$ cat src/rtl/ram_scan_pkg.sv
// Shared types and default widths for the RAM scan reader.
package ram_scan_pkg;

    localparam int unsigned ADDR_W_DEF = 5;
    localparam int unsigned DATA_W_DEF = 3;

    typedef enum logic [1:0] {
        ST_WAIT    = 2'd0,
        ST_CAPTURE = 2'd1,
        ST_HOLD    = 2'd2
    } state_e;

endpackage

$ cat src/rtl/ram_scan_reader_tick_prescaler.sv
// Free-running prescaler: one-clock tick every TICK_CNT clocks.
module tick_prescaler #(
    parameter int unsigned TICK_CNT = 50_000_000
) (
    input  logic clk,
    input  logic reset,
    output logic tick
);

    localparam int unsigned CNT_W = (TICK_CNT > 1) ? $clog2(TICK_CNT) : 1;
    localparam logic [CNT_W-1:0] CNT_LAST = CNT_W'(TICK_CNT - 1);

    logic [CNT_W-1:0] cnt_q;
    logic [CNT_W-1:0] cnt_d;

    always_comb begin
        cnt_d = cnt_q + CNT_W'(1);
        if (cnt_q == CNT_LAST) begin
            cnt_d = '0;
        end
    end

    always_ff @(posedge clk or negedge reset) begin
        if (!reset) begin
            cnt_q <= '0;
        end else begin
            cnt_q <= cnt_d;
        end
    end

    assign tick = (cnt_q == CNT_LAST);

endmodule

$ cat src/rtl/ram_scan_reader.sv
// Read-side sequencer: walks the RAM read port, captures each word for display,
// and keeps the displayed word coherent with snooped same-address writes.
module ram_scan_reader
    import ram_scan_pkg::*;
#(
    parameter int unsigned ADDR_W   = ADDR_W_DEF,
    parameter int unsigned DATA_W   = DATA_W_DEF,
    parameter int unsigned RD_LAT   = 2,
    parameter int unsigned TICK_CNT = 50_000_000
) (
    input  logic              clk,
    input  logic              reset,
    input  logic              pause,
    input  logic              step,
    input  logic [DATA_W-1:0] q,
    input  logic              wren,
    input  logic [ADDR_W-1:0] wraddress,
    input  logic [DATA_W-1:0] wdata,
    output logic [ADDR_W-1:0] rdaddress,
    output logic [ADDR_W-1:0] disp_addr,
    output logic [DATA_W-1:0] disp_data,
    output logic              disp_valid,
    output logic              busy
);

    localparam logic [1:0] WAIT_LAST = 2'(RD_LAT - 1);

    state_e            state_q, state_d;
    logic [1:0]        wait_q, wait_d;
    logic [ADDR_W-1:0] rdaddr_q, rdaddr_d;
    logic [ADDR_W-1:0] daddr_q, daddr_d;
    logic [DATA_W-1:0] ddata_q, ddata_d;
    logic              dvalid_q, dvalid_d;
    logic              byp_q, byp_d;
    logic [DATA_W-1:0] byp_data_q, byp_data_d;
    logic              step_q;

    logic tick;
    logic step_rise;
    logic advance;
    logic wr_rd_hit;
    logic wr_disp_hit;

    tick_prescaler #(
        .TICK_CNT (TICK_CNT)
    ) u_prescaler (
        .clk   (clk),
        .reset (reset),
        .tick  (tick)
    );

    assign step_rise   = step & ~step_q;
    assign advance     = (tick & ~pause) | (step_rise & pause);
    assign wr_rd_hit   = wren && (wraddress == rdaddr_q);
    assign wr_disp_hit = wren && (wraddress == daddr_q);

    // Next-state and register updates for the scan FSM, bypass and display path.
    always_comb begin
        state_d    = state_q;
        wait_d     = wait_q;
        rdaddr_d   = rdaddr_q;
        daddr_d    = daddr_q;
        ddata_d    = ddata_q;
        dvalid_d   = 1'b0;
        byp_d      = byp_q;
        byp_data_d = byp_data_q;

        case (state_q)
            ST_WAIT: begin
                if (wr_rd_hit) begin
                    byp_data_d = wdata;
                    byp_d      = 1'b1;
                end
                if (wait_q == WAIT_LAST) begin
                    state_d = ST_CAPTURE;
                end else begin
                    wait_d = wait_q + 2'd1;
                end
            end
            ST_CAPTURE: begin
                // A write landing in this very cycle beats both RAM data and the bypass.
                daddr_d  = rdaddr_q;
                ddata_d  = wr_rd_hit ? wdata : (byp_q ? byp_data_q : q);
                dvalid_d = 1'b1;
                byp_d    = 1'b0;
                wait_d   = 2'd0;
                state_d  = ST_HOLD;
            end
            ST_HOLD: begin
                if (advance) begin
                    rdaddr_d = rdaddr_q + ADDR_W'(1);
                    state_d  = ST_WAIT;
                end else if (wr_disp_hit) begin
                    ddata_d  = wdata;
                    dvalid_d = 1'b1;
                end
            end
            default: begin
                state_d = ST_WAIT;
            end
        endcase
    end

    always_ff @(posedge clk or negedge reset) begin
        if (!reset) begin
            state_q    <= ST_WAIT;
            wait_q     <= 2'd0;
            rdaddr_q   <= '0;
            daddr_q    <= '0;
            ddata_q    <= '0;
            dvalid_q   <= 1'b0;
            byp_q      <= 1'b0;
            byp_data_q <= '0;
            step_q     <= 1'b0;
        end else begin
            state_q    <= state_d;
            wait_q     <= wait_d;
            rdaddr_q   <= rdaddr_d;
            daddr_q    <= daddr_d;
            ddata_q    <= ddata_d;
            dvalid_q   <= dvalid_d;
            byp_q      <= byp_d;
            byp_data_q <= byp_data_d;
            step_q     <= step;
        end
    end

    assign rdaddress  = rdaddr_q;
    assign disp_addr  = daddr_q;
    assign disp_data  = ddata_q;
    assign disp_valid = dvalid_q;
    assign busy       = (state_q == ST_WAIT) || (state_q == ST_CAPTURE);

endmodule

$ cat config.mk
export PLATFORM = sky130hd
export DESIGN_NAME = ram_scan_reader
export DESIGN_NICKNAME = d
export VERILOG_FILES = /design/src/rtl/ram_scan_pkg.sv /design/src/rtl/ram_scan_reader_tick_prescaler.sv /design/src/rtl/ram_scan_reader.sv
export SDC_FILE = /design/constraint.sdc
export NUM_CORES = 1
export LEC_CHECK = 0
export CORE_MARGIN = 4
export CORE_UTILIZATION = 44
export DETAILED_ROUTE_END_ITERATION = 10
export DONT_BUFFER_PORTS = 1
export PLACE_DENSITY = 0.72
export RECOVER_POWER = 25
export SLEW_MARGIN = 20
export SYNTH_ARGS = -nofsm -noshare
export SYNTH_HDL_FRONTEND = slang
export SYNTH_SLANG_ARGS = --single-unit
$ cat constraint.sdc
create_clock -name clk -period 1.9 [get_ports clk]
set_input_delay 0.285 -clock clk [delete_from_list [all_inputs] [get_ports clk]]
set_output_delay 0.285 -clock clk [all_outputs]
set_load 0.05 [all_outputs]
* Yosys cells after proc, flatten, opt, wreduce, memory -nomap -nowiden
Cells that the tools add are included.
Operators by class: mux-type cells 16, equality and inequality tests 12, add/subtract/negate cells 3, bitwise gates (word level) 6, reductions and logical operators 12
Operator list (count):
- adder 26 x 1 -> 26 bit (second input constant) | 1
- equality test 26 bit (second input constant) | 1
- two-way mux 26 bit | 1
- two-way mux 3 bit | 4
- != test 2 bit (second input constant) | 6
- equality test 5 bit | 2
- AND reduction 2 bit | 5
- two-way mux 2 bit | 3
- one-hot mux 2 bit (3 select lines) | 1
- one-hot mux 3 bit (2 select lines) | 1
- adder 5 x 1 -> 5 bit (second input constant) | 1
- equality test 2 x 1 -> 1 bit (second input constant) | 2
- one-hot mux 1 bit (2 select lines) | 2
- one-hot mux 2 bit (2 select lines) | 1
- nonzero test 2 bit | 2
- bitwise AND 1 bit | 3
- two-way mux 1 bit | 3
- AND reduction 3 bit | 1
- adder 2 x 1 -> 2 bit (second input constant) | 1
- equality test 2 bit (second input constant) | 1
- logical AND 1 bit | 2
- logical NOT 2 bit | 1
- NOT 1 bit | 2
- logical OR 1 bit | 1
- bitwise OR 1 bit | 1
Word-level totals: output and inout bits 15, flip-flop bits (word level) 49, input port bits 16, logic and storage cells 59

* Depth between registers and ports, before layout
Gate-level depths: netlist of the first run.
word-level depth 6, mapped depth 7

* Hierarchy
A second synthesis of the first run with hierarchy kept.
Unflattened totals: cell total of the unflattened synthesis 247, area, all modules 2630.0 µm²
By module, submodules not included:
- tick_prescaler | instances 1, area each 1337.5 µm², cells an instance 134
- ram_scan_reader | instances 1, area each 1292.5 µm², cells an instance 113

* Worst setup path before layout of the first run
OpenSTA, ideal clock, no wires.
path kind register -> register, start register u_prescaler.cnt_q[0], end register ddata_q[0] (netlist: disp_data[0]), setup slack -90 ps, data arrival time 1865 ps, library setup time 125 ps, data required time 1775 ps, path buffers 0, period minus slack after synthesis 1990 ps, stages on the path, launching flop included 7, path through dfrtp_1 ha_1 nand2_1 or4_1 o21ba_2 a22oi_4 mux2_2
Between the ends: word-level cells in the longest chain between the ends 5
Ends and longest elaborated chain:
- start: declaration | line ram_scan_reader_tick_prescaler.sv:13 | logic [CNT_W-1:0] cnt_q;
- start signal: assignment | line ram_scan_reader_tick_prescaler.sv:27 | cnt_q <= cnt_d;
- equality test 26 bit | line ram_scan_reader_tick_prescaler.sv:31 | assign tick = (cnt_q == CNT_LAST);
- bitwise AND 1 bit | line ram_scan_reader.sv:53 | assign advance = (tick & ~pause) | (step_rise & pause);
- bitwise OR 1 bit | line ram_scan_reader.sv:53
- != test 2 bit (no line)
- AND reduction 3 bit (no line)
- end signal: assignment | line ram_scan_reader.sv:120 | ddata_q <= ddata_d;
- end: declaration | line ram_scan_reader.sv:32 | logic [DATA_W-1:0] ddata_q, ddata_d;
Every way passes these cells. A chain may end at the register's enable or synchronous reset.

* Worst setup path after layout of the first run
Ends and elaborated chain as after synthesis.

==> results of run 1 <==
## cell families after synthesis
family	after synthesis	synth area share
AOI/OAI and AO/OA	18	0.0604
xor gates and xnor gates	35	0.124
adders and majority gates	6	0.0305
buffers and inverters	17	0.0264
DFF	49	0.498
muxes	20	0.0914
and+or+nand+nor	79	0.169
## final cells by class
| class | instances | area (µm²) | share of cell area |
|---|---|---|---|
| multi-input cells | 158 | 1250 | 0.405 |
| flip-flops and latches | 49 | 1230 | 0.398 |
| repair buffers | 51 | 385 | 0.125 |
| well taps | 70 | 87.6 | 0.0284 |
| clock buffers | 6 | 72.6 | 0.0236 |
| inverters | 12 | 45.0 | 0.0146 |
| clock inverters | 2 | 15.0 | 0.00488 |
## what timing repair did
item | 4_1_cts | 5_1_grt
hold endpoints to repair | 50 | 0
setup buffers | 4 | 0
gates resized for setup | 6 | 9
pin swaps | 3 | 7
endpoints found under the setup margin | 7 | 13
hold buffers | 3 | 0
## power groups by stage
stage	Clock (mW)	Sequential [mW]	Combinational, mW
CTS	0.628	1.45	1.24
detailed placement	0	1.46	1.16
global placement	0	1.46	1.12
finish	0.602	1.45	1.27
global route	0.681	1.47	1.39
floorplan	0	1.68	0.668
## metal layers
metal	vias up	part of all wire
met5	-	0
met4	0	0.012
met3	7	0.064
met2	38	0.50
met1	869	0.43
li1	882	-
## sequential cells by signal (all words and copies together), names as in the netlist
register	flops
rdaddress	5
u_prescaler.cnt_q	26
disp_addr	5
state_q	2
disp_valid	1
wait_q	2
step_q	1
byp_q	1
byp_data_q	3
disp_data	3
## worst register-to-register path: stages, from the launching register on
cell and delay [ps]:
dfrtp_1 370, ha_2 200, nand2_2 60, or4_4 480, o21ba_4 260, a22oi_4 190, mux2_4 330
## final timing paths
| kind | depth (start not counted) | endpoint |
|---|---|---|
| max in group asynchronous | 2 | u_prescaler.cnt_q[4]$_DFF_PN0_ |
| min | 1 | byp_data_q[2]$_DFFE_PN0P_ |
| min reg2reg | 1 | u_prescaler.cnt_q[6]$_DFF_PN0_ |
| min in group asynchronous | 2 | wait_q[0]$_DFFE_PN0P_ |
| max reg2reg | 6 | disp_data[0]$_DFFE_PN0P_ |
| max | 6 | disp_data[0]$_DFFE_PN0P_ |
## cells in the final DEF, fill, tap and decap left out, drive strengths merged, types with 2 or more instances in the layout
cell type,netlist,routed
or4,2,2
dlygate4sd3,0,2
a21oi,5,5
nand3,10,10
xnor2,24,24
o32ai,2,2
clkbuf,4,7
nor4,3,3
clkinvlp,0,2
or2,2,2
mux2,20,20
o21ai,2,2
nor2b,2,2
nor2,20,20
ha,6,6
nand4,6,6
or3,3,3
nand2,13,13
dfrtp,49,49
nor4b,2,2
inv,12,12
and3,4,4
xor2,11,11
buf,1,48
nor3,9,9
==> metrics.md, run 1 <==
| Metric | Value |
|---|---|
| Status | complete, but fails checks |
| Failing checks | negative setup slack |
| Gate power share | 0.383 |
| Register area share after synthesis | 0.498 |
| Vert. Die Dim | ~83 µm |
| GRT Max-Usage Layer | met2 |
| Clock transition at path regs | approximately 90 ps |
| R2R Setup Slk | -90 ps |
| Max clock buf depth | 2 |
| Worst setup SP type | register |
| Met3 GRT Util | 0.0515 |
| Critical path capture point type | register |
| Delay-heaviest family, CP | simple AND/OR/NAND/NOR gates |
| Synthesized instance count | roughly 220 |
| Min-delay src | wdata[2] |
| Post-synth EDFFs | 0 |
| Grt ovf | 0 |
| Final worst slack | -88.6 ps |
| Tot GR Track Use | 0.152 |
| Leading area contributor after synthesis | dfrtp_1 |
| Unique cell type count in the Yosys netlist | 39 |
| Core area | around 5300 µm² |
| Clk pwr share | 0.181 |
| Worst Hold Class | input pin to register |
| Relative slew slack | 0.189 |
| Syn avg cell area | ~11 µm² |
| Post-synth top area share | 0.498 |
| Pint | 2.03 mW |
| Synth warn | 0 |
| Clk_lat worst skew | about 300 ps |
| Top cells by area, synth | dfrtp_1 50%, mux2_2 9.1%, xnor2_1 8.5% |
| First-pass DRT Iterations | 4 |
| Final cell count without fillers | 348 |
| Leakage | between 1 and 1.5 nW |
| # nets final | 299 |
| Routed vias | 1796 |
| Clock tree root driver cell | clkbuf_8 |
| Peak Freq | approximately 0.5 GHz |
| Min cycle time layout | just under 2000 ps |
| Crit path max fanout | 5 |
| Final wirelength | ~5 mm |
| CP Buf/Inv Count | 0 |
| Commonest cells post-synth | 49 x dfrtp_1, 24 x xnor2_1, 20 x mux2_2, 19 x nor2_1, 13 x nand2_1 |
| Sw Share | 0.387 |
| Vias per std cell | around 5.2 |
| CTS tree | yes |
| Seq pwr share | 0.435 |
| Num CTS Buffers | 5 |
| Synthesis-stage register bit count | 49 |
| RSZ-0062 raised after global routing | yes |
| Drt wl/cell | around 15 µm |
| Pin count of the biggest net entering global routing | 50 |
| Fill count | 445 |
| Worst VDD drop | slightly above 1 mV |
| Initial Util | 0.467 |
| Post-detail-place hpwl | ~3.7 mm |
| Critical path required time | roughly 2100 ps |
| Final Hold Viols | 0 |
| # rows | 26 |
| Slowest CP cell | or4_4 |
| Ys flop type | dfrtp_1 |
| # setup viols final | 4 |
| Most numerous cell in the Yosys netlist | dfrtp_1 |
| Initial antenna violation count | 0 |
| Pwr Density | 1080 nW/µm² |
| First-pass GRT wire length | between 8 and 9 mm |
| GRT met2 Usage | 0.260 |
| Num ports | 31 |
| Launch point of the worst path | u_prescaler.cnt_q[0]$_DFF_PN0_ |
| DRT iter0 DRCs | a little over 80 |
| Met1 Usage GRT | 0.179 |
| Cell count after placement | ~330 |
| Synth Cell Area | roughly 2500 µm² |
| Reg2reg start | u_prescaler.cnt_q[0]$_DFF_PN0_ |
| Final TNS setup | -303 ps |
| Critical path arrival | approximately 2200 ps |
| Final Power | approximately 3.3 mW |
| Final Slew Violations | 0 |
| Placer Congestion | 0.782 |
| Die extent in x | 82.8 µm |
| Setup CP Type | register to register |
| Psw | 1.29 mW |
| Post-DRT Antenna Nets | 0 |
| PortBufs | 0 |
| FFs w/ async S/R, synth | 1.00 |
| Mapped Nets | around 250 |
| Share of layout cells above drive strength 1 | 0.331 |
| Final instance area | 3080 µm² |
| Clk sink count | 49 |
| Crit path largest cell delay | about 470 ps |
| Worst hold slack | between 100 and 150 ps |
| Place WS | -68.9 ps |
| DRC violations left | 0 |
| Die ar. | roughly 7000 µm² |
| Fin crit share | 1.05 |
| Worst Max-Slew Pin Slew | 1220 ps |
| Cell Chain, Critical Path | ha_2 -> nand2_2 -> or4_4 -> o21ba_4 -> a22oi_4 -> mux2_4 |
| Max Clock Skew | 7.97 ps |
| Area grow syn2layout | 25.0% |
| Htree depth | 2 |
| Max-cap viol count | 0 |
| Vias in the first global route | 1949 |
| Util after Layout | 0.584 |
| N_diodes | 0 |
| Placed cell area | 2870 µm² |
Power figures use the tool's default switching activity.
==> run 2, diff against run 1 <==
Settings changed: HOLD_SLACK_MARGIN set to 0.12, SYNTH_HIERARCHICAL set to 1.
==> run 2 against run 1 <==
Effect of this change:
- fmax rose by 5.1%
- combinational power rose by 15%
- critical path type unchanged
- the flow now finishes without violations
- non-clock buffer count rose by 1
- via count rose by 17%
- highest routed layer unchanged
- sequential share of layout area fell by 2.6 points
- global-route usage rose by 1.4 points
- count of clock-buffer cells in the layout fell by 1
==> metrics.md, run 2 <==
| Metric | Value |
|---|---|
| Hold depth | 3 (was 1) |
| Leakage | 1.45 nW (was 1.44 nW) |
| Synthesis-stage register bit count | 49 (unchanged) |
| R2R Setup Slk | 7 ps (was -90 ps) |
| Largest Register | u_prescaler/cnt_q (was u_prescaler.cnt_q) |
| Met2 wire length | 3.00 mm (was 2.56 mm) |
| Num ports | 31 (unchanged) |
| Max layer used | met4 (unchanged) |
| FFs w/ async S/R, synth | 1.00 (unchanged) |
| Post-synth top area share | 0.466 (was 0.498) |
| Critical path required time | 2100 ps (was 2090 ps) |
| Worst hold slack | 257 ps (was 128 ps) |
| Final Power | 3.57 mW (was 3.32 mW) |
| Die ar. | 7280 µm² (was 6860 µm²) |
| Delay-heaviest family, CP | simple AND/OR/NAND/NOR gates (unchanged) |
| Reg area | 1230 µm² (about the same) |
| Unique cell type count in the Yosys netlist | 46 (was 39) |
| Fill count | 460 (was 445) |
| Max-cap viol count | 0 (unchanged) |
| Max FFs per register | 26 (unchanged) |
| Final Slew Violations | 0 (unchanged) |
| Area of the multi-input gates | 1420 µm² (was 1250 µm²) |
| Clk_lat worst skew | 310 ps (was 300 ps) |
| Vias per std cell | 5.66 (was 5.16) |
| Pin count of the biggest net entering global routing | 50 (unchanged) |
| Post-DRT Antenna Nets | 0 (unchanged) |
| Max Clock Skew | 8.46 ps (was 7.97 ps) |
| Worst Max-Slew Pin Slew | 1190 ps (was 1220 ps) |
| DRC violations left | 0 (unchanged) |
| Fin crit share | 0.996 (was 1.05) |
| Critical path capture point type | register (unchanged) |
| Min cycle time layout | 1890 ps (was 1990 ps) |
| Syn avg cell area | 10.6 µm² (was 11.0 µm²) |
| # nets final | 322 (was 299) |
| Synth warn | 6 (was 0) |
| CTS tree | yes (unchanged) |
| Cell Chain, Critical Path | and4_4 -> nand2_4 -> nor4_4 -> nand2b_4 -> a21boi_4 -> mux2_4 (was ha_2 -> nand2_2 -> or4_4 -> o21ba_4 -> a22oi_4 -> mux2_4) |
| Clock transition at path regs | 100 ps (was 90 ps) |
| Crit path max fanout | 5 (unchanged) |
| Status | finished clean (was complete, but fails checks) |
| N_diodes | 0 (unchanged) |
| Register area share after synthesis | 0.466 (was 0.498) |
| Htree depth | 2 (unchanged) |
| Wire length on met3 | 342 µm (was 332 µm) |
| RSZ-0062 raised after global routing | yes (unchanged) |
| Hold endpoint | disp_data[2]$_DFFE_PN0P_ (was byp_data_q[2]$_DFFE_PN0P_) |
| Crit path largest cell delay | 440 ps (was 470 ps) |
| PortBufs | 0 (unchanged) |
| Relative slew slack | 0.204 (was 0.189) |
| Die extent in x | 85.3 µm (was 82.8 µm) |
| Drt wl/cell | 16.2 µm (was 14.8 µm) |
| Synthesized instance count | 247 (was 224) |
| Peak Freq | 0.528 GHz (was 0.503 GHz) |
| Slowest CP cell | dfrtp_1 (was or4_4) |
| Ys flop type | dfrtp_1 (unchanged) |
| Critical path arrival | 2090 ps (was 2180 ps) |
| Core area | 5640 µm² (was 5270 µm²) |
| Vias in the first global route | 2101 (was 1949) |
| Top cells by area, synth | dfrtp_1 47%, xnor2_1 7.3%, mux2_2 4.3% (was dfrtp_1 50%, mux2_2 9.1%, xnor2_1 8.5%) |
| Synth Cell Area | 2630 µm² (was 2460 µm²) |
| Worst Hold Class | input pin to register (unchanged) |
| Min-delay src | wdata[2] (unchanged) |
| Commonest non-fill, non-tap cells in the layout | 48 x dfrtp_1, 46 x buf_4, 22 x xnor2_1 (was 49 x dfrtp_1, 48 x buf_4, 24 x xnor2_1) |
| Tot GR Track Use | 0.166 (was 0.152) |
| Worst setup SP type | register (unchanged) |
| Post-synth EDFFs | 0 (unchanged) |
| Mapped Nets | 270 (was 246) |
| WL met1 | 2.61 mm (was 2.20 mm) |
| Util after Layout | 0.584 (about the same) |
| Launch point of the worst path | u_prescaler/cnt_q[4]$_DFF_PN0_ (was u_prescaler.cnt_q[0]$_DFF_PN0_) |
| Final Hold Viols | 0 (unchanged) |
| Vert. Die Dim | 85.3 µm (was 82.8 µm) |
| Final TNS setup | 0 ps (was -303 ps) |
| Worst VDD drop | 0.854 mV (was 1.01 mV) |
| R2r worst-path depth | 6 (unchanged) |
| # setup viols final | 0 (was 4) |
| First-pass GRT wire length | 9.61 mm (was 8.64 mm) |
| Initial Util | 0.466 (was 0.467) |
| Commonest cells post-synth | 49 x dfrtp_1, 22 x xnor2_1, 14 x nand2_1, 14 x nand3_1, 12 x nor2_1 (was 49 x dfrtp_1, 24 x xnor2_1, 20 x mux2_2, 19 x nor2_1, 13 x nand2_1) |
| Place WS | 21.4 ps (was -68.9 ps) |
| Setup CP Type | register to register (unchanged) |
| Reg2Reg Capture Point | rdaddress[1]$_DFFE_PN0P_ (was disp_data[0]$_DFFE_PN0P_) |
| Commonest non-fill, non-tap cell in the layout | dfrtp_1 (unchanged) |
| Clk sink count | 49 (unchanged) |
| Reg2reg start | u_prescaler/cnt_q[4]$_DFF_PN0_ (was u_prescaler.cnt_q[0]$_DFF_PN0_) |
| Post-detail-place hpwl | 4.21 mm (was 3.66 mm) |
| Most numerous cell in the Yosys netlist | dfrtp_1 (unchanged) |
| Initial antenna violation count | 0 (unchanged) |
| Max clock buf depth | 2 (unchanged) |
| Leading area contributor after synthesis | dfrtp_1 (unchanged) |
| DRT iter0 DRCs | 87 (was 83) |
| Pwr Density | 1080 nW/µm² (about the same) |
| CP Buf/Inv Count | 0 (unchanged) |
| Area grow syn2layout | 25.4% (was 25.0%) |
| Final worst slack | 7.29 ps (was -88.6 ps) |
| Share of layout cells above drive strength 1 | 0.303 (was 0.331) |
| First-pass DRT Iterations | 4 (unchanged) |
| Routed vias | 2104 (was 1796) |
| Grt ovf | 0 (unchanged) |
| Clock tree root driver cell | clkbuf_8 (unchanged) |
| # rows | 27 (was 26) |
| Final wirelength | 6.02 mm (was 5.15 mm) |
| Num CTS Buffers | 5 (unchanged) |
| Placer Congestion | 0.876 (was 0.782) |
-- run 2: cell count changes after synthesis, moves of 5 or more --
cell     delta
o31ai_1     +5
nor3_1      -5
nor2_1      -7
o21ai_0     +5
nand4_1     +5
mux2_2     -10
a21oi_1     +6
-- run 2: kinds of logic (layout without fill, tap and decap cells) --
group           Yosys count  after routing  share of synthesized area
simple gates             90             90                      0.207
compound gates           40             40                      0.101
xor+xnor                 30             30                     0.0999
fa+ha+maj                 7              7                     0.0333
buf+inv                  18             71                     0.0323
mux                      13             13                     0.0599
flops                    49             49                      0.466
-- run 2: timing repair --
action,in CTS,in global routing
hold endpoints to repair,53,0
setup endpoints to repair,2,13
gates resized for setup,1,14
hold buffers,6,0
pin swaps,0,10
setup buffers,1,12
-- run 2: where the power goes --
group	switching (mW)	internal (mW)	total, mW
Sequential	0.137	1.20	1.34
Clock	0.373	0.402	0.775
Combinational	0.882	0.576	1.46
-- run 2: how the worst max path moves through the flow --
stage | endpoint | slack, ps | cells after the start
after floorplan | rdaddress[3]$_DFFE_PN0P_ | -230 | 8
after global placement | rdaddress[1]$_DFFE_PN0P_ | 60 | 6
after detailed placement | rdaddress[1]$_DFFE_PN0P_ | 20 | 6
after CTS | rdaddress[1]$_DFFE_PN0P_ | 7 | 6
after global routing | rdaddress[1]$_DFFE_PN0P_ | -70 | 6
final | rdaddress[1]$_DFFE_PN0P_ | 7 | 6
-- run 2: layout make-up --
cell class | instances | area share
clock buffers | 5 | 0.0209
clock inverters | 3 | 0.0144
inverters | 11 | 0.0125
multi-input cells | 180 | 0.431
flip-flops and latches | 49 | 0.372
well taps | 72 | 0.0273
repair buffers | 52 | 0.121
-- run 2: layer usage --
metal  global-route usage  up-vias
met5                    0        -
met2                0.279       54
met1                0.207     1046
met3               0.0524        9
li1                     -      995
met4               0.0432        0
-- run 2: worst reg2reg max path, stage by stage (launching register included) --
cell and delay [ps]:
dfrtp_1 440, and4_4 270, nand2_4 60, nor4_4 360
nand2b_4 110, a21boi_4 220, mux2_4 320
-- run 2: per-stage QoR --
step                      instance area (µm²)  std cells
after detailed placement                 2970        345
after global placement                   2970        345
after global routing                     3300        372
after CTS                                3170        360
after floorplan                          2680        247
final                                    3300        372
==> RTL edit 1: new RTL, config.mk and constraints of run 2 <==
Take the reset off `daddr_q` and load it in a clocked block of its own.
--- a/src/rtl/ram_scan_reader.sv
+++ b/src/rtl/ram_scan_reader.sv
@@ -106,7 +106,6 @@
             state_q    <= ST_WAIT;
             wait_q     <= 2'd0;
             rdaddr_q   <= '0;
-            daddr_q    <= '0;
             ddata_q    <= '0;
             dvalid_q   <= 1'b0;
             byp_q      <= 1'b0;
@@ -116,13 +115,16 @@
             state_q    <= state_d;
             wait_q     <= wait_d;
             rdaddr_q   <= rdaddr_d;
-            daddr_q    <= daddr_d;
             ddata_q    <= ddata_d;
             dvalid_q   <= dvalid_d;
             byp_q      <= byp_d;
             byp_data_q <= byp_data_d;
             step_q     <= step;
         end
+    end
+
+    always_ff @(posedge clk) begin
+        daddr_q <= daddr_d;
     end
 
     assign rdaddress  = rdaddr_q;
Formal check against the unedited RTL: differs if reset is asserted again (counterexample within 10 cycles, from zero or initial values and one cycle with reset low); with reset held inactive, the same outputs for 10 cycles.
==> RTL edit 1 against run 2 <==
Power shrank 7.8%; non-clock buffer count shrank 8; first-iteration DRC count grew 8.0%; routed wire length shrank 3.2%; synthesized cell count shrank 2.4%; cell area shrank 5.2%; setup slack gained 0.033 ns; count of clock-buffer cells in the layout grew 1; largest power group is now sequential cells; synthesized area shrank 1.3%; cell count shrank 3.5%; sequential cell count is the same.
==> RTL edit 1: results (changes against run 2) <==
| Metric | Value |
|---|---|
| Status | complete, no violations |
| Clock transition at path regs | approximately 0.09 ns |
| Placed cell areas | 2920 um2 (-1.6%) |
| R2R Setup Slk | 0.04 ns (+0.03 ns) |
| DR pass1 iterations | 4 (unchanged) |
| Vias per std cell | 5.54 (-2.0%) |
| VDD IR max | 523 uV (-39%) |
| Pre-CTS setup slack | 0.0366 ns (+0.0153 ns) |
| Gpl congestion | 0.815 (-7.0%) |
| Synth top area cells | dfrtp_1 42%, xnor2_1 7.4%, edfxtp_1 5.8% |
| Vias in the first global route | 2023 (-3.7%) |
| Multiplexer share of the synthesized area | 0.0391 (-0.0209) |
| Post-route insts no fill | 359 (-3.5%) |
| Synth Instances | 241 (-2.4%) |
| Met1 usage in global routing | 0.216 (+0.00931) |
| Post-Syn Nets | 264 (-2.2%) |
| Relative slew slack | 0.275 (+0.0712) |
| Min-Delay Startpoint | wdata[0] |
| Hold path endpoint | disp_data[0] |
| Met3 GRT Util | 0.0363 (-0.0161) |
| Synth top cells by count | 44 x dfrtp_1, 22 x xnor2_1, 14 x nand2_1, 14 x nand3_1, 12 x nor2_1 |
| Post-CTS setup buffer count | 0 (-1) |
| First DRT Iteration DRCs | 94 (+8.0%) |
| Sequential element share of the synthesized area | 0.482 (+0.0159) |
| First-pass GRT wire length | 9.67 mm (+0.57%) |
| Fin nets | 309 (-4.0%) |
| Hold slack | 0.266 ns (+0.00916 ns) |
| Pin count of the biggest net entering global routing | 45 (-10%) |
| CP Max Fanout | 5 (unchanged) |
| Arrival time worst endpoint | 2.05 ns (-0.04 ns) |
| XOR/XNOR Fraction of Synth Area | 0.101 (+0.00135) |
| Leakage | 1.32 nW (-8.4%) |
| Synth unique cells | 47 (+2.2%) |
| Clock Skew | 0.00800 ns (-0.000463 ns) |
| Resized Gates After CTS | 1 (unchanged) |
| FILL cells | 490 (+6.5%) |
| Post-detail-place hpwl | 4.18 mm (-0.84%) |
| Max stage delay on crit path | 0.38 ns (-0.06 ns) |
| Global-route usage over all layers | 0.167 (+0.000918) |
| EDFF count, synth | 5 (+5) |
| Share of cells above drive strength 1 | 0.247 (-0.0559) |
| Compound-Gate Fraction of Synth Area | 0.103 (+0.00137) |
| R2r worst-path depth | 6 (unchanged) |
| Ys async rst share | 0.898 (-0.102) |
| Routed wire length | 5.82 mm (-3.2%) |
| Met2 usage | 0.275 (-0.00422) |
| Critical R2R Launch | u_prescaler/cnt_q[23] |
| Adder-Cell Fraction of Synth Area | 0.0338 (+0.000450) |
| Placed instance count | 338 (-2.0%) |
==> RTL edit 1: how the worst max path moves through the flow <==
stage                     startpoint                    end  slack, ns
5_1_grt        u_prescaler/cnt_q[20]           rdaddress[4]      -0.04
6_report       u_prescaler/cnt_q[23]           rdaddress[1]       0.04
3_5_place_dp    u_prescaler/cnt_q[1]  u_prescaler/cnt_q[20]       0.04
2_1_floorplan  u_prescaler/cnt_q[12]           rdaddress[3]      -0.23
3_3_place_gp   u_prescaler/cnt_q[23]           rdaddress[1]       0.04
4_1_cts         u_prescaler/cnt_q[1]  u_prescaler/cnt_q[20]       0.02
==> RTL edit 1: final cells by class <==
type,instances,area share
Tap cell,72,0.0288
Sequential cell,49,0.401
Timing Repair Buffer,44,0.109
Clock inverter,2,0.00480
Multi-Input combinational cell,175,0.420
Clock buffer,6,0.0232
Inverter,11,0.0132
==> RTL edit 1: metal layers <==
layer | share of wire | routed length [um] | vias to the layer above
met4 | 0.017 | 98 | 0
met5 | 0 | 0 | -
li1 | - | - | 968
met1 | 0.44 | 2580 | 974
met2 | 0.50 | 2930 | 39
met3 | 0.037 | 217 | 8
==> RTL edit 1: power by group <==
group,switching (mW),leakage [nW],internal [mW],total [mW]
clock,0.349,0.0374,0.260,0.609
combinational,0.729,0.660,0.473,1.20
sequential,0.244,0.627,1.24,1.48
total,1.32,1.32,1.97,3.29
==> RTL edit 1: through the flow <==
step	power (mW)	utilization	setup TNS, ns
final	3.29	0.557	0
after CTS	3.32	0.551	0
after global routing	3.48	0.557	-0.0883
after floorplan	2.37	-	-1.28
after detailed placement	2.65	0.521	0
after global placement	2.62	0.521	0
==> RTL edit 2: new RTL, settings of run 2 <==
Made on the original files. `TICK_CNT` is set to 50_000_000 in 2 places; all go to 12_500_000.
--- a/src/rtl/ram_scan_reader_tick_prescaler.sv
+++ b/src/rtl/ram_scan_reader_tick_prescaler.sv
@@ -1,6 +1,6 @@
 // Free-running prescaler: one-clock tick every TICK_CNT clocks.
 module tick_prescaler #(
-    parameter int unsigned TICK_CNT = 50_000_000
+    parameter int unsigned TICK_CNT = 12_500_000
 ) (
     input  logic clk,
     input  logic reset,
--- a/src/rtl/ram_scan_reader.sv
+++ b/src/rtl/ram_scan_reader.sv
@@ -6,7 +6,7 @@
     parameter int unsigned ADDR_W   = ADDR_W_DEF,
     parameter int unsigned DATA_W   = DATA_W_DEF,
     parameter int unsigned RD_LAT   = 2,
-    parameter int unsigned TICK_CNT = 50_000_000
+    parameter int unsigned TICK_CNT = 12_500_000
 ) (
     input  logic              clk,
     input  logic              reset,
Behaviour: same outputs for any inputs over 10 cycles, from zero or initial values and one cycle with reset low; that may be too few to reach the edited logic, so the function may still have changed.
==> RTL edit 2 against run 2 <==
Critical path type unchanged; routed wire length decreased by 4.2%; sequential cell count decreased by 2; cell area decreased by 7.3%; first-iteration DRC count rose by 10%; setup slack improved by 0.0020 ns; power is 4.4% lower; synthesized area decreased by 6.1%; largest power group is now sequential cells; sequential share of layout area grew 1.3 points; count of clock-buffer cells in the layout unchanged; highest routed layer unchanged.
==> RTL edit 2: results (changes against run 2) <==
| Metric | Value |
|---|---|
| Max stage delay on crit path | 0.60 ns (+0.16 ns) |
| Multiplexer share of the synthesized area | 0.0638 (+0.00389) |
| XOR/XNOR Fraction of Synth Area | 0.0957 (-0.00416) |
| Relative slew slack | 0.219 (+0.0150) |
| Post-Syn Nets | 251 (-7.0%) |
| Multi-input gate share of total cell area | 0.429 (-0.00237) |
| Vias per std cell | 5.63 (-0.51%) |
| CTS Hold Bufs | 5 (-1) |
| Met2 wire len | 2.74 mm (-8.7%) |
| Met2 usage | 0.255 (-0.0239) |
| R2r worst-path depth | 4 (-2) |
| Max FFs per register | 24 (-7.7%) |
| Placed cell areas | 2760 um2 (-6.8%) |
| Clock Skew | 0.00682 ns (-0.00164 ns) |
| Pin count of the biggest net entering global routing | 48 (-4.0%) |
| Peak Freq | 529 MHz (+0.11%) |
| Synth top cells by count | 47 x dfrtp_1, 21 x xnor2_1, 13 x nand2_1, 12 x a21oi_1, 11 x nand4_1 |
| Adder-Cell Fraction of Synth Area | 0.0304 (-0.00291) |
| Met3 GRT Util | 0.0665 (+0.0140) |
| Data buffer area share | 0.109 (-0.0125) |
| Resized Gates After CTS | 3 (+2) |
| Status | complete, no violations |
| Fin nets | 295 (-8.4%) |
| Inverters | 9 (-2) |
| Hold slack | 0.258 ns (+0.00137 ns) |
| Hold path endpoint | disp_data[1] |
| Gpl congestion | 0.811 (-7.5%) |
| Post-detail-place hpwl | 3.99 mm (-5.3%) |
| IO Port Bufs | 0 (unchanged) |
| Reg area | 1180 um2 (-4.2%) |
| Arrival time worst endpoint | 2.13 ns (+0.04 ns) |
| Pre-CTS setup slack | -0.00503 ns (-0.0264 ns) |
| Crit-path slowest cell | or4_4 |
| Compound-Gate Fraction of Synth Area | 0.113 (+0.0121) |
| FILL cells | 464 (+0.87%) |
| Met1 usage in global routing | 0.208 (+0.000888) |
| Sequential element share of the synthesized area | 0.476 (+0.00997) |
| First-pass GRT wire length | 9.25 mm (-3.8%) |
| First DRT Iteration DRCs | 96 (+10%) |
| Synth top area cells | dfrtp_1 48%, xnor2_1 7.4%, mux2_2 4.6% |
| Area Overhead vs Synth | 23.7% |
| Clock network area share | 0.0369 (+0.00156) |
| Critical R2R Launch | u_prescaler/cnt_q[7] |
| Met3 routed WL | 363 um (+6.1%) |
| M1 WL | 2.60 mm (-0.46%) |
| Num Clock Sinks | 47 (-4.1%) |
| Crit Reg-Reg Endpoint | u_prescaler/cnt_q[23] |
| Share of cells above drive strength 1 | 0.303 (-0.000414) |
| Vias | 1947 (-7.5%) |
| Wire length per cell | 16.7 um (+3.0%) |
| Leakage | 1.30 nW (-10%) |
| Synthesized area per cell | 10.8 um2 (+1.3%) |
| #MultiIn Comb | 167 (-7.2%) |
| VDD IR max | 688 uV (-20%) |
| Core area | 5470 um2 (-3.0%) |
[RTL edit 2: cell types whose count changed after synthesis, sizes merged, moves of 2 or more]
cell          run 2  this run
xor2              8         6
nand3            15        13
nor3              3         5
and3              5         1
nor2             12         9
or4               3         7
inv              11         9
o31ai             5         8
nor4              5         2
dfrtp            49        47
[RTL edit 2: worst max path at each step]
stage	start	to	depth (start not counted)
3_5_place_dp	u_prescaler/cnt_q[4]	u_prescaler/cnt_q[23]	4
4_1_cts	u_prescaler/cnt_q[1]	disp_data[0]	8
5_1_grt	u_prescaler/cnt_q[0]	disp_data[0]	8
2_1_floorplan	u_prescaler/cnt_q[0]	rdaddress[3]	9
3_3_place_gp	u_prescaler/cnt_q[4]	u_prescaler/cnt_q[23]	4
6_report	u_prescaler/cnt_q[7]	u_prescaler/cnt_q[23]	4
[RTL edit 2: where the power goes]
part / internal (mW) / leakage [nW] / switching (mW)
clock network: 0.392 / 0.0581 / 0.362
logic: 0.519 / 0.624 / 0.740
registers: 1.16 / 0.619 / 0.242
